### src/rtl/button_conditioner_if.sv
`default_nettype none
// ============================================================================
// Module      : button_conditioner_if
// Description : Signal bundle between the push-button pins and the stopwatch
//               controller. The raw active-low keys flow into the conditioner
//               and the clean level / strobe outputs flow back out.
//
//               The release strobe is named release_pulse because "release"
//               is a reserved SystemVerilog keyword (force/release).
//
//   btn_n          N_BTN  raw keys, active-low, asynchronous, bouncing
//   level          N_BTN  debounced pressed state, 1 = pressed
//   press          N_BTN  one-cycle press strobe (plus auto-repeat if built)
//   release_pulse  N_BTN  one-cycle release strobe
//   any_press      1      OR of all press bits, same cycle as press
//
//   modport master : board / controller side (drives btn_n, reads outputs)
//   modport slave  : conditioner side
//
// Revision    : 1.0 - initial release
// ============================================================================
interface button_conditioner_if #(
    parameter int N_BTN = 3
);
    logic [N_BTN-1:0] btn_n;
    logic [N_BTN-1:0] level;
    logic [N_BTN-1:0] press;
    logic [N_BTN-1:0] release_pulse;
    logic             any_press;

    modport master (
        output btn_n,
        input  level,
        input  press,
        input  release_pulse,
        input  any_press
    );

    modport slave (
        input  btn_n,
        output level,
        output press,
        output release_pulse,
        output any_press
    );
endinterface
`default_nettype wire

### src/rtl/button_conditioner.sv
`default_nettype none
// ============================================================================
// Module      : button_conditioner
// Description : Per-button synchroniser, debouncer and edge-strobe generator
//               for the board push-buttons. Each channel is independent:
//               two-flop synchroniser, stability counter, four-state FSM
//               (RELEASED / PRESS_PEND / PRESSED / REL_PEND) and registered
//               level, press and release outputs.
//
//   Ports
//     clk    in   single clock, rising edge
//     reset  in   synchronous active-high reset (wins over everything)
//     btn    slave modport of button_conditioner_if:
//              btn_n, level, press, release_pulse, any_press
//
//   Parameters
//     N_BTN           number of channels
//     DEBOUNCE_CYCLES stable cycles before a level change is accepted (>= 2)
//     HOLD_CYCLES     hold time to first auto-repeat strobe
//     REPEAT_CYCLES   period of subsequent auto-repeat strobes
//
//   Build option
//     BTN_AUTOREPEAT_EN  when defined, each channel gets a hold counter and
//                        emits extra press strobes while the key is held.
//
// Revision    : 1.0 - initial release
// ============================================================================
module button_conditioner #(
    parameter int N_BTN           = 3,
    parameter int DEBOUNCE_CYCLES = 500000,
    parameter int HOLD_CYCLES     = 25000000,
    parameter int REPEAT_CYCLES   = 10000000
) (
    input  wire logic              clk,
    input  wire logic              reset,
    button_conditioner_if.slave    btn
);

    typedef enum logic [1:0] {
        S_RELEASED   = 2'd0,
        S_PRESS_PEND = 2'd1,
        S_PRESSED    = 2'd2,
        S_REL_PEND   = 2'd3
    } state_t;

    localparam int                 c_cnt_w    = $clog2(DEBOUNCE_CYCLES);
    localparam logic [c_cnt_w-1:0] c_cnt_last = c_cnt_w'(DEBOUNCE_CYCLES - 1);
    localparam logic [c_cnt_w-1:0] c_cnt_one  = c_cnt_w'(1);

`ifdef BTN_AUTOREPEAT_EN
    localparam int c_hold_max = (HOLD_CYCLES > REPEAT_CYCLES) ? HOLD_CYCLES : REPEAT_CYCLES;
    localparam int c_hold_w   = $clog2(c_hold_max) + 1;
    localparam logic [c_hold_w-1:0] c_hold_last = c_hold_w'(HOLD_CYCLES - 1);
    localparam logic [c_hold_w-1:0] c_rep_last  = c_hold_w'(REPEAT_CYCLES - 1);
    localparam logic [c_hold_w-1:0] c_hold_one  = c_hold_w'(1);
`endif

    logic [N_BTN-1:0] w_level_vec;
    logic [N_BTN-1:0] w_press_vec;
    logic [N_BTN-1:0] w_rel_vec;
    logic [N_BTN-1:0] w_press_nxt_vec;
    logic             r_any_press;

    for (genvar i = 0; i < N_BTN; i++) begin : g_ch
        logic               r_s1;
        logic               r_s2;
        state_t             r_state;
        state_t             w_state_nxt;
        logic [c_cnt_w-1:0] r_cnt;
        logic [c_cnt_w-1:0] w_cnt_nxt;
        logic               r_level;
        logic               w_level_nxt;
        logic               r_press;
        logic               w_press_nxt;
        logic               r_rel;
        logic               w_rel_nxt;
        logic               w_rep_due;

        // Two-flop synchroniser; inversion makes s1/s2 active-high "pressed".
        always_ff @(posedge clk) begin
            if (reset) begin
                r_s1 <= 1'b0;
                r_s2 <= 1'b0;
            end else begin
                r_s1 <= ~btn.btn_n[i];
                r_s2 <= r_s1;
            end
        end

        always_ff @(posedge clk) begin
            if (reset) begin
                r_state <= S_RELEASED;
                r_cnt   <= '0;
                r_level <= 1'b0;
                r_press <= 1'b0;
                r_rel   <= 1'b0;
            end else begin
                r_state <= w_state_nxt;
                r_cnt   <= w_cnt_nxt;
                r_level <= w_level_nxt;
                r_press <= w_press_nxt;
                r_rel   <= w_rel_nxt;
            end
        end

        // The counter holds the number of consecutive cycles s2 has disagreed
        // with the accepted level. Reaching the last count while still
        // disagreeing commits the transition instead of wrapping.
        always_comb begin
            w_state_nxt = r_state;
            w_cnt_nxt   = r_cnt;
            w_level_nxt = r_level;
            w_press_nxt = 1'b0;
            w_rel_nxt   = 1'b0;
            case (r_state)
                S_RELEASED: begin
                    w_cnt_nxt = '0;
                    if (r_s2) begin
                        w_state_nxt = S_PRESS_PEND;
                        w_cnt_nxt   = c_cnt_one;
                    end
                end
                S_PRESS_PEND: begin
                    if (!r_s2) begin
                        w_state_nxt = S_RELEASED;
                        w_cnt_nxt   = '0;
                    end else if (r_cnt == c_cnt_last) begin
                        w_state_nxt = S_PRESSED;
                        w_cnt_nxt   = '0;
                        w_level_nxt = 1'b1;
                        w_press_nxt = 1'b1;
                    end else begin
                        w_cnt_nxt   = r_cnt + c_cnt_one;
                    end
                end
                S_PRESSED: begin
                    w_cnt_nxt   = '0;
                    w_press_nxt = w_rep_due;
                    if (!r_s2) begin
                        w_state_nxt = S_REL_PEND;
                        w_cnt_nxt   = c_cnt_one;
                    end
                end
                S_REL_PEND: begin
                    if (r_s2) begin
                        w_state_nxt = S_PRESSED;
                        w_cnt_nxt   = '0;
                        w_press_nxt = w_rep_due;
                    end else if (r_cnt == c_cnt_last) begin
                        // Release wins: a repeat due on this very edge is
                        // dropped so press and release never coincide.
                        w_state_nxt = S_RELEASED;
                        w_cnt_nxt   = '0;
                        w_level_nxt = 1'b0;
                        w_rel_nxt   = 1'b1;
                    end else begin
                        w_cnt_nxt   = r_cnt + c_cnt_one;
                        w_press_nxt = w_rep_due;
                    end
                end
                default: begin
                    w_state_nxt = S_RELEASED;
                    w_cnt_nxt   = '0;
                    w_level_nxt = 1'b0;
                end
            endcase
        end

`ifdef BTN_AUTOREPEAT_EN
        logic [c_hold_w-1:0] r_hold;
        logic                r_rep_phase;   // 0: waiting for first repeat
        logic                w_held;

        assign w_held    = (r_state == S_PRESSED) || (r_state == S_REL_PEND);
        assign w_rep_due = w_held && (r_rep_phase ? (r_hold == c_rep_last)
                                                  : (r_hold == c_hold_last));

        // Restarted only by a fresh accepted press; a release bounce that
        // falls back into PRESSED keeps the running hold time.
        always_ff @(posedge clk) begin
            if (reset) begin
                r_hold      <= '0;
                r_rep_phase <= 1'b0;
            end else if (r_state == S_PRESS_PEND && w_state_nxt == S_PRESSED) begin
                r_hold      <= '0;
                r_rep_phase <= 1'b0;
            end else if (w_held) begin
                if (w_rep_due) begin
                    r_hold      <= '0;
                    r_rep_phase <= 1'b1;
                end else begin
                    r_hold      <= r_hold + c_hold_one;
                end
            end
        end
`else
        // Repeat timing is not built; the expression is constant-false and
        // only keeps the unused timing parameters referenced.
        assign w_rep_due = (HOLD_CYCLES < 0) && (REPEAT_CYCLES < 0);
`endif

        assign w_level_vec[i]     = r_level;
        assign w_press_vec[i]     = r_press;
        assign w_rel_vec[i]       = r_rel;
        assign w_press_nxt_vec[i] = w_press_nxt;
    end

    // Built from next-state press bits so it rises on the same edge as press.
    always_ff @(posedge clk) begin
        if (reset) begin
            r_any_press <= 1'b0;
        end else begin
            r_any_press <= |w_press_nxt_vec;
        end
    end

    assign btn.level         = w_level_vec;
    assign btn.press         = w_press_vec;
    assign btn.release_pulse = w_rel_vec;
    assign btn.any_press     = r_any_press;

endmodule
`default_nettype wire
### src/flat_wrapper.sv
// flat-port wrapper written by rule: the top's interface ports become plain ports
module button_conditioner_flat 
#(
    parameter int N_BTN           = 3,
    parameter int DEBOUNCE_CYCLES = 500000,
    parameter int HOLD_CYCLES     = 25000000,
    parameter int REPEAT_CYCLES   = 10000000
)
  (clk, reset, btn_btn_n, btn_level, btn_press, btn_release_pulse, btn_any_press);
  button_conditioner_if #(.N_BTN(N_BTN)) btn_i ();
  input  wire logic clk;
  input  wire logic reset;
  input wire logic [$bits(btn_i.btn_n)-1:0] btn_btn_n;
  output wire logic [$bits(btn_i.level)-1:0] btn_level;
  output wire logic [$bits(btn_i.press)-1:0] btn_press;
  output wire logic [$bits(btn_i.release_pulse)-1:0] btn_release_pulse;
  output wire logic [$bits(btn_i.any_press)-1:0] btn_any_press;
  assign btn_i.btn_n = btn_btn_n;
  assign btn_level = btn_i.level;
  assign btn_press = btn_i.press;
  assign btn_release_pulse = btn_i.release_pulse;
  assign btn_any_press = btn_i.any_press;
  button_conditioner #(.N_BTN(N_BTN), .DEBOUNCE_CYCLES(DEBOUNCE_CYCLES), .HOLD_CYCLES(HOLD_CYCLES), .REPEAT_CYCLES(REPEAT_CYCLES)) u_core (.clk(clk), .reset(reset), .btn(btn_i));
endmodule
### config.mk
export PLATFORM = sky130hd
export DESIGN_NAME = button_conditioner_flat
export DESIGN_NICKNAME = d
export VERILOG_FILES = /design/src/rtl/button_conditioner_if.sv /design/src/rtl/button_conditioner.sv /design/src/flat_wrapper.sv
export SDC_FILE = /design/constraint.sdc
export NUM_CORES = 1
export LEC_CHECK = 0
export ABC_AREA = 1
export CAP_MARGIN = 20
export CORE_ASPECT_RATIO = 1.1
export CORE_MARGIN = 2
export CORE_UTILIZATION = 41
export CTS_BUF_LIST = sky130_fd_sc_hd__clkbuf_8 sky130_fd_sc_hd__clkbuf_16
export CTS_CLUSTER_DIAMETER = 30
export DETAILED_ROUTE_END_ITERATION = 16
export PLACE_DENSITY = 0.59
export RECOVER_POWER = 100
export SKIP_CTS_REPAIR_TIMING = 1
export SLEW_MARGIN = 10
export SYNTH_ARGS = -nofsm -noshare
export SYNTH_HDL_FRONTEND = slang
export SYNTH_SLANG_ARGS = --single-unit
export TNS_END_PERCENT = 1
### constraint.sdc
create_clock -name clk -period 2 [get_ports clk]
set_clock_uncertainty 0.15 [all_clocks]
set_input_delay 0.5 -clock clk [delete_from_list [all_inputs] [get_ports clk]]
set_output_delay 0.5 -clock clk [all_outputs]
set_load 0.03 [all_outputs]
# --- After elaboration in Yosys (flattened, before gate mapping) ---
# Cells that the tools add are included.
totals:
  register_bits: 79
  input_bits: 5
  out_inout_bits: 10
  elab_cells: 146
op_classes:
  add_sub_neg: 3
  n_eq_ne: 36
  muxes: 63
  bitwise_logic: 6
  n_reduce_logical: 16
op_table:
  columns: ["op", "n"]
  rows:
  - ["19-bit case mux with 4 select lines", 3]
  - ["19-bit 2-to-1 mux", 9]
  - ["19-bit by 1-bit adder with 19-bit output, second input constant", 3]
  - ["19-bit equality test, second input constant", 3]
  - ["2-bit 2-to-1 mux", 18]
  - ["1-bit 2-to-1 mux", 27]
  - ["2-bit by 1-bit inequality test with 1-bit output, second input constant", 12]
  - ["2-bit case mux with 4 select lines", 3]
  - ["5-bit AND reduction", 3]
  - ["2-bit equality test, second input constant", 6]
  - ["2-bit inequality test, second input constant", 6]
  - ["4-bit AND reduction", 3]
  - ["3-bit OR reduction", 4]
  - ["3-bit by 1-bit inequality test with 1-bit output, second input constant", 3]
  - ["3-bit inequality test, second input constant", 3]
  - ["2-bit by 1-bit equality test with 1-bit output, second input constant", 3]
  - ["2-bit logical NOT", 3]
  - ["1-bit NOT", 6]
  - ["1-bit case mux with 2 select lines", 3]
  - ["2-bit nonzero test", 3]

# --- Logic depth before layout (Yosys ltp) ---
logic_depth:
  word_depth: 5
  ltp_mapped: 10
  mapped_depth_nobuf: 10

# --- Worst setup path after synthesis ---
# Ideal clock, no wire load.
synth_path:
  path_kind: "reg-to-reg"
  start: "register u_core.g_ch[1].r_cnt[0]"
  end: "register u_core.g_ch[1].r_cnt[16]"
  setup_time_ns: 0.118
  arrival_time_ns: 1.345
  t_required_ns: 1.732
  setup_slack_ns: 0.387
  stages_incl_launch_ff: 10
  n_path_buf: 1
  synth_period_minus_slack_ns: 1.613
  cell_sequence: "dfxtp_1 > ha_1 > nand3_1 > nor2_2 > nand3_2 > nand2_2 > nor2_4 > inv_4 > buf_12 > nor2_4"
synth_via:
  elab_chain_len: 4
  word_cells_on_any_way: 6
  cone_classes: "add/sub: 1; eq/ne: 1; mux: 4"
synth_lines:
  columns: ["element", "line_no", "rtl"]
  rows:
  - ["from (decl)", "button_conditioner.sv:69", "logic [c_cnt_w-1:0] r_cnt;"]
  - ["from (signal assigned)", "button_conditioner.sv:99", "r_cnt <= w_cnt_nxt;"]
  - ["19-bit by 1-bit adder with 19-bit output / 19-bit equality test (equally long branches)", null, null]
  - ["19-bit 2-to-1 mux (*)", "button_conditioner.sv:127, button_conditioner.sv:149", null]
  - ["19-bit 2-to-1 mux, on equally long branches", "button_conditioner.sv:145, button_conditioner.sv:124", null]
  - ["19-bit case mux with 4 select lines (*)", "button_conditioner.sv:115", "case (r_state)"]
# Mark *: on every way between the ends. The rest lies on a longest branch, timed or not.
# A chain may end at the register's enable or synchronous reset.

# --- Worst setup path in the final report ---
layout_path:
  start: "register u_core.g_ch[2].r_cnt[0]"
  end: "register u_core.g_ch[2].r_cnt[18]"
layout_via:
  elab_chain_len: 4
  word_cells_on_any_way: 6
  cone_classes: "add/sub: 1; eq/ne: 1; mux: 4"
layout_lines:
  columns: ["element", "line_no"]
  rows:
  - ["from (decl)", "button_conditioner.sv:69"]
  - ["from (signal assigned)", "button_conditioner.sv:99"]
  - ["19-bit by 1-bit adder with 19-bit output / 19-bit equality test (equally long branches)", null]
  - ["19-bit 2-to-1 mux (*)", "button_conditioner.sv:127, button_conditioner.sv:149"]
  - ["19-bit 2-to-1 mux, on equally long branches", "button_conditioner.sv:145, button_conditioner.sv:124"]
  - ["19-bit case mux with 4 select lines (*)", "button_conditioner.sv:115"]
# Marked as above.

==> flow_summary_export.csv <==
group,metric,value,unit
setup_path,worst_ep_arrival_time,1.89,ns
floorplanning,fp.dieArea,10450,sq um
route,drt_iter0_markers,121,
floorplanning,initial_utilization,42.28,%
global_route,grt_pass1_vias,3032,
timing,setup_viol,0,
cts,clock_latency,0.34,ns
cells_and_area,final_cell_mix,"nand2_1 (121), nor2_1 (104), dfxtp_1 (78)",
placed_design,numPortBuffers,14,
cells_and_area,n_antenna_cell,0,
cells_and_area,nNetsFinal,577,
timing,slew_headroom,74.11,%
global_route,grt_antenna_before_repair,0,
yosys,synth_seq_area_share,40.00,%
setup_path,endpoint_kind,"register",
yosys,syn-num-nets,558,
floorplanning,io_pins,15,
global_route,grt_overflow,0,
cts,cts_num_sinks,79,
cts,htreeDepth,3,
floorplanning,die_x,97.63,microns
setup_path,critPathKind,"reg -> reg",
cells_and_area,drive_above_1_share,9.424,%
timing,hold_ws,0.2515,ns
power_and_ir_drop,p_per_area,690.8,nW/um^2
cts,clockBufferDepth,2,
route,viasPerCell,4.709,
floorplanning,num_rows,37,
yosys,ys_ff_latch,79,
timing,fin_ws,0.1879,ns
placed_design,dpl.hpwl,5797,microns
cells_and_area,final_cell_area,4297,sq um
global_route,grt_pass1_wl,13370,microns
flow_run,drv_cap,0,
status,status,"complete, no violations",
cells_and_area,layout_commonest_cell,"nand2_1",
timing,clock.fmax,551.9,MHz
yosys,synth_cells,550,
placed_design,pre_cts_ws,-0.01689,ns
timing,fin_crit_sh,90.60,%
route,drc_errors,0,
setup_path,start_kind,"register",
route,drt_first_pass_iters,4,
cts,cts_made_buffers,9,
timing,drv_slew,0,
timing,hold_viol,0,
cts,cts-root-buf,"clkbuf_8",
setup_path,required,2.08,ns
route,postRouteAntennaNets,0,
cts,cts_tree,"done",
yosys,syn_area_per_cell,7.189,sq um
worst_hold_path,hp-class,"reg -> reg",
floorplanning,core,9351,sq um
global_route,grt_use_total,15.51,%
global_route,grt_max_degree,18,
route,routed-via-count,3249,
cells_and_area,fill_cells,1002,
cts,clkTransAtPathRegs,0.08,ns
cells_and_area,syn_to_final_growth,8.671,%
route,wl_per_cell,11.00,microns
timing,tightest_slew,0.3900,ns
placed_design,postPlaceCellArea,4202,sq um
placed_design,place.gp.congestion,0.8332,
power_and_ir_drop,peakVddDrop,0.3250,mV
timing,rsz0062_at_grt,"false",
timing,layout_min_cycle_time,1.812,ns
power_and_ir_drop,leakage,1.480,nW
yosys,synthDistinctLibCells,34,
yosys,yosys_warnings,0,
setup_path,cp_max_fo,10,
yosys,syn_area,3954,sq um
floorplanning,fp.dieH,107.0,microns
route,drt_wl_total,7590,microns
## worst max-delay path: stages (launching register included)
cell	delay, ns
dfxtp_2	0.40
ha_1	0.20
nand2_1	0.11
nor2_4	0.17
nand3_1	0.12
nand2_1	0.22
nor2_4	0.08
inv_2	0.16
nor2_1	0.08
## final timing paths
path,start,to,slack (ns),cells after the start
setup reg to reg,u_core.g_ch[2].r_cnt[0]$_SDFF_PP0_,u_core.g_ch[2].r_cnt[18]$_SDFF_PP0_,0.19,8
setup / recovery,u_core.g_ch[2].r_cnt[0]$_SDFF_PP0_,u_core.g_ch[2].r_cnt[18]$_SDFF_PP0_,0.19,8
hold reg to reg,u_core.g_ch[1].r_s1$_SDFF_PP0_,u_core.g_ch[1].r_s2$_SDFF_PP0_,0.25,2
hold / removal,u_core.g_ch[1].r_s1$_SDFF_PP0_,u_core.g_ch[1].r_s2$_SDFF_PP0_,0.25,2
## flip-flops by register name, summed over array words and instances, names as in the netlist, named ones only
name                  cells
u_core.g_ch.r_cnt        57
u_core.g_ch.r_level       3
u_core.g_ch.r_press       3
u_core.g_ch.r_rel         3
u_core.g_ch.r_s1          3
u_core.g_ch.r_s2          3
u_core.g_ch.r_state       3
u_core.btn.any_press      1
## power by group
| part | total, mW | leakage, nW | switching, mW | internal (mW) |
|---|---|---|---|---|
| registers | 1.61 | 0.639 | 0.0173 | 1.59 |
| clock network | 1.27 | 0.113 | 0.550 | 0.722 |
| logic | 0.0885 | 0.728 | 0.0564 | 0.0321 |
## routing by layer
| layer | GRT usage [%] | share of wire [%] | up-vias |
|---|---|---|---|
| met5 | 0 | 0 | - |
| met4 | 6.845 | 1.4 | 0 |
| met3 | 2.934 | 2.6 | 7 |
| met2 | 25.07 | 47 | 38 |
| met1 | 20.28 | 49 | 1455 |
| li1 | - | - | 1749 |
## area by class of cell
cell class	instances	area, sq um	area share, %
Clock buffer	10	137.6	3.203
Clock inverter	5	73.82	1.718
Inverter	72	272.8	6.348
Multi-Input combinational cell	385	1948	45.34
Sequential cell	79	1583	36.84
Tap cell	117	146.4	3.407
Timing Repair Buffer	22	135.1	3.145
## cells in the mapped netlist (all sizes together)
cell      n  area [sq um]
a21oi    12         60.06
a41oi     1         8.760
and3      1         7.510
buf      12         103.8
clkbuf    2         7.510
clkinv    1         3.750
dfxtp    79          1582
ha        3         37.54
inv      71         269.0
nand2   123         474.2
nand3    38         215.2
nand3b    2         15.01
nand4    11         68.82
nor2    125         594.3
nor3     21         142.6
nor4      3         18.77
o21ai    11         55.05
o21bai    2         15.01
or2       2         12.52
xnor2     8         70.07
xor2     22         192.7
## per-stage QoR
stage / std cells / setup TNS (ns) / utilization (%) / total power [mW]
3_5_place_dp: 675 / -0.03583 / 44.93 / 1.736
5_1_grt: 690 / 0 / 45.95 / 3.090
2_1_floorplan: 550 / 0 / - / 1.704
6_report: 690 / 0 / 45.95 / 2.968
4_1_cts: 690 / -0.1803 / 47.19 / 3.012
3_3_place_gp: 675 / 0 / 44.93 / 1.734
## logic make-up (layout without fill, tap and decap cells)
family	Yosys count	after routing	synth area share, %
adder cells (fa/ha/maj)	3	3	0.9495
flip-flops	79	79	40.00
AND/OR/NAND/NOR	326	326	39.18
buffers and inverters	86	109	9.715
AO/OA/AOI/OAI	26	26	3.513
XOR/XNOR	30	30	6.646
Power figures use the tool's default switching activity.
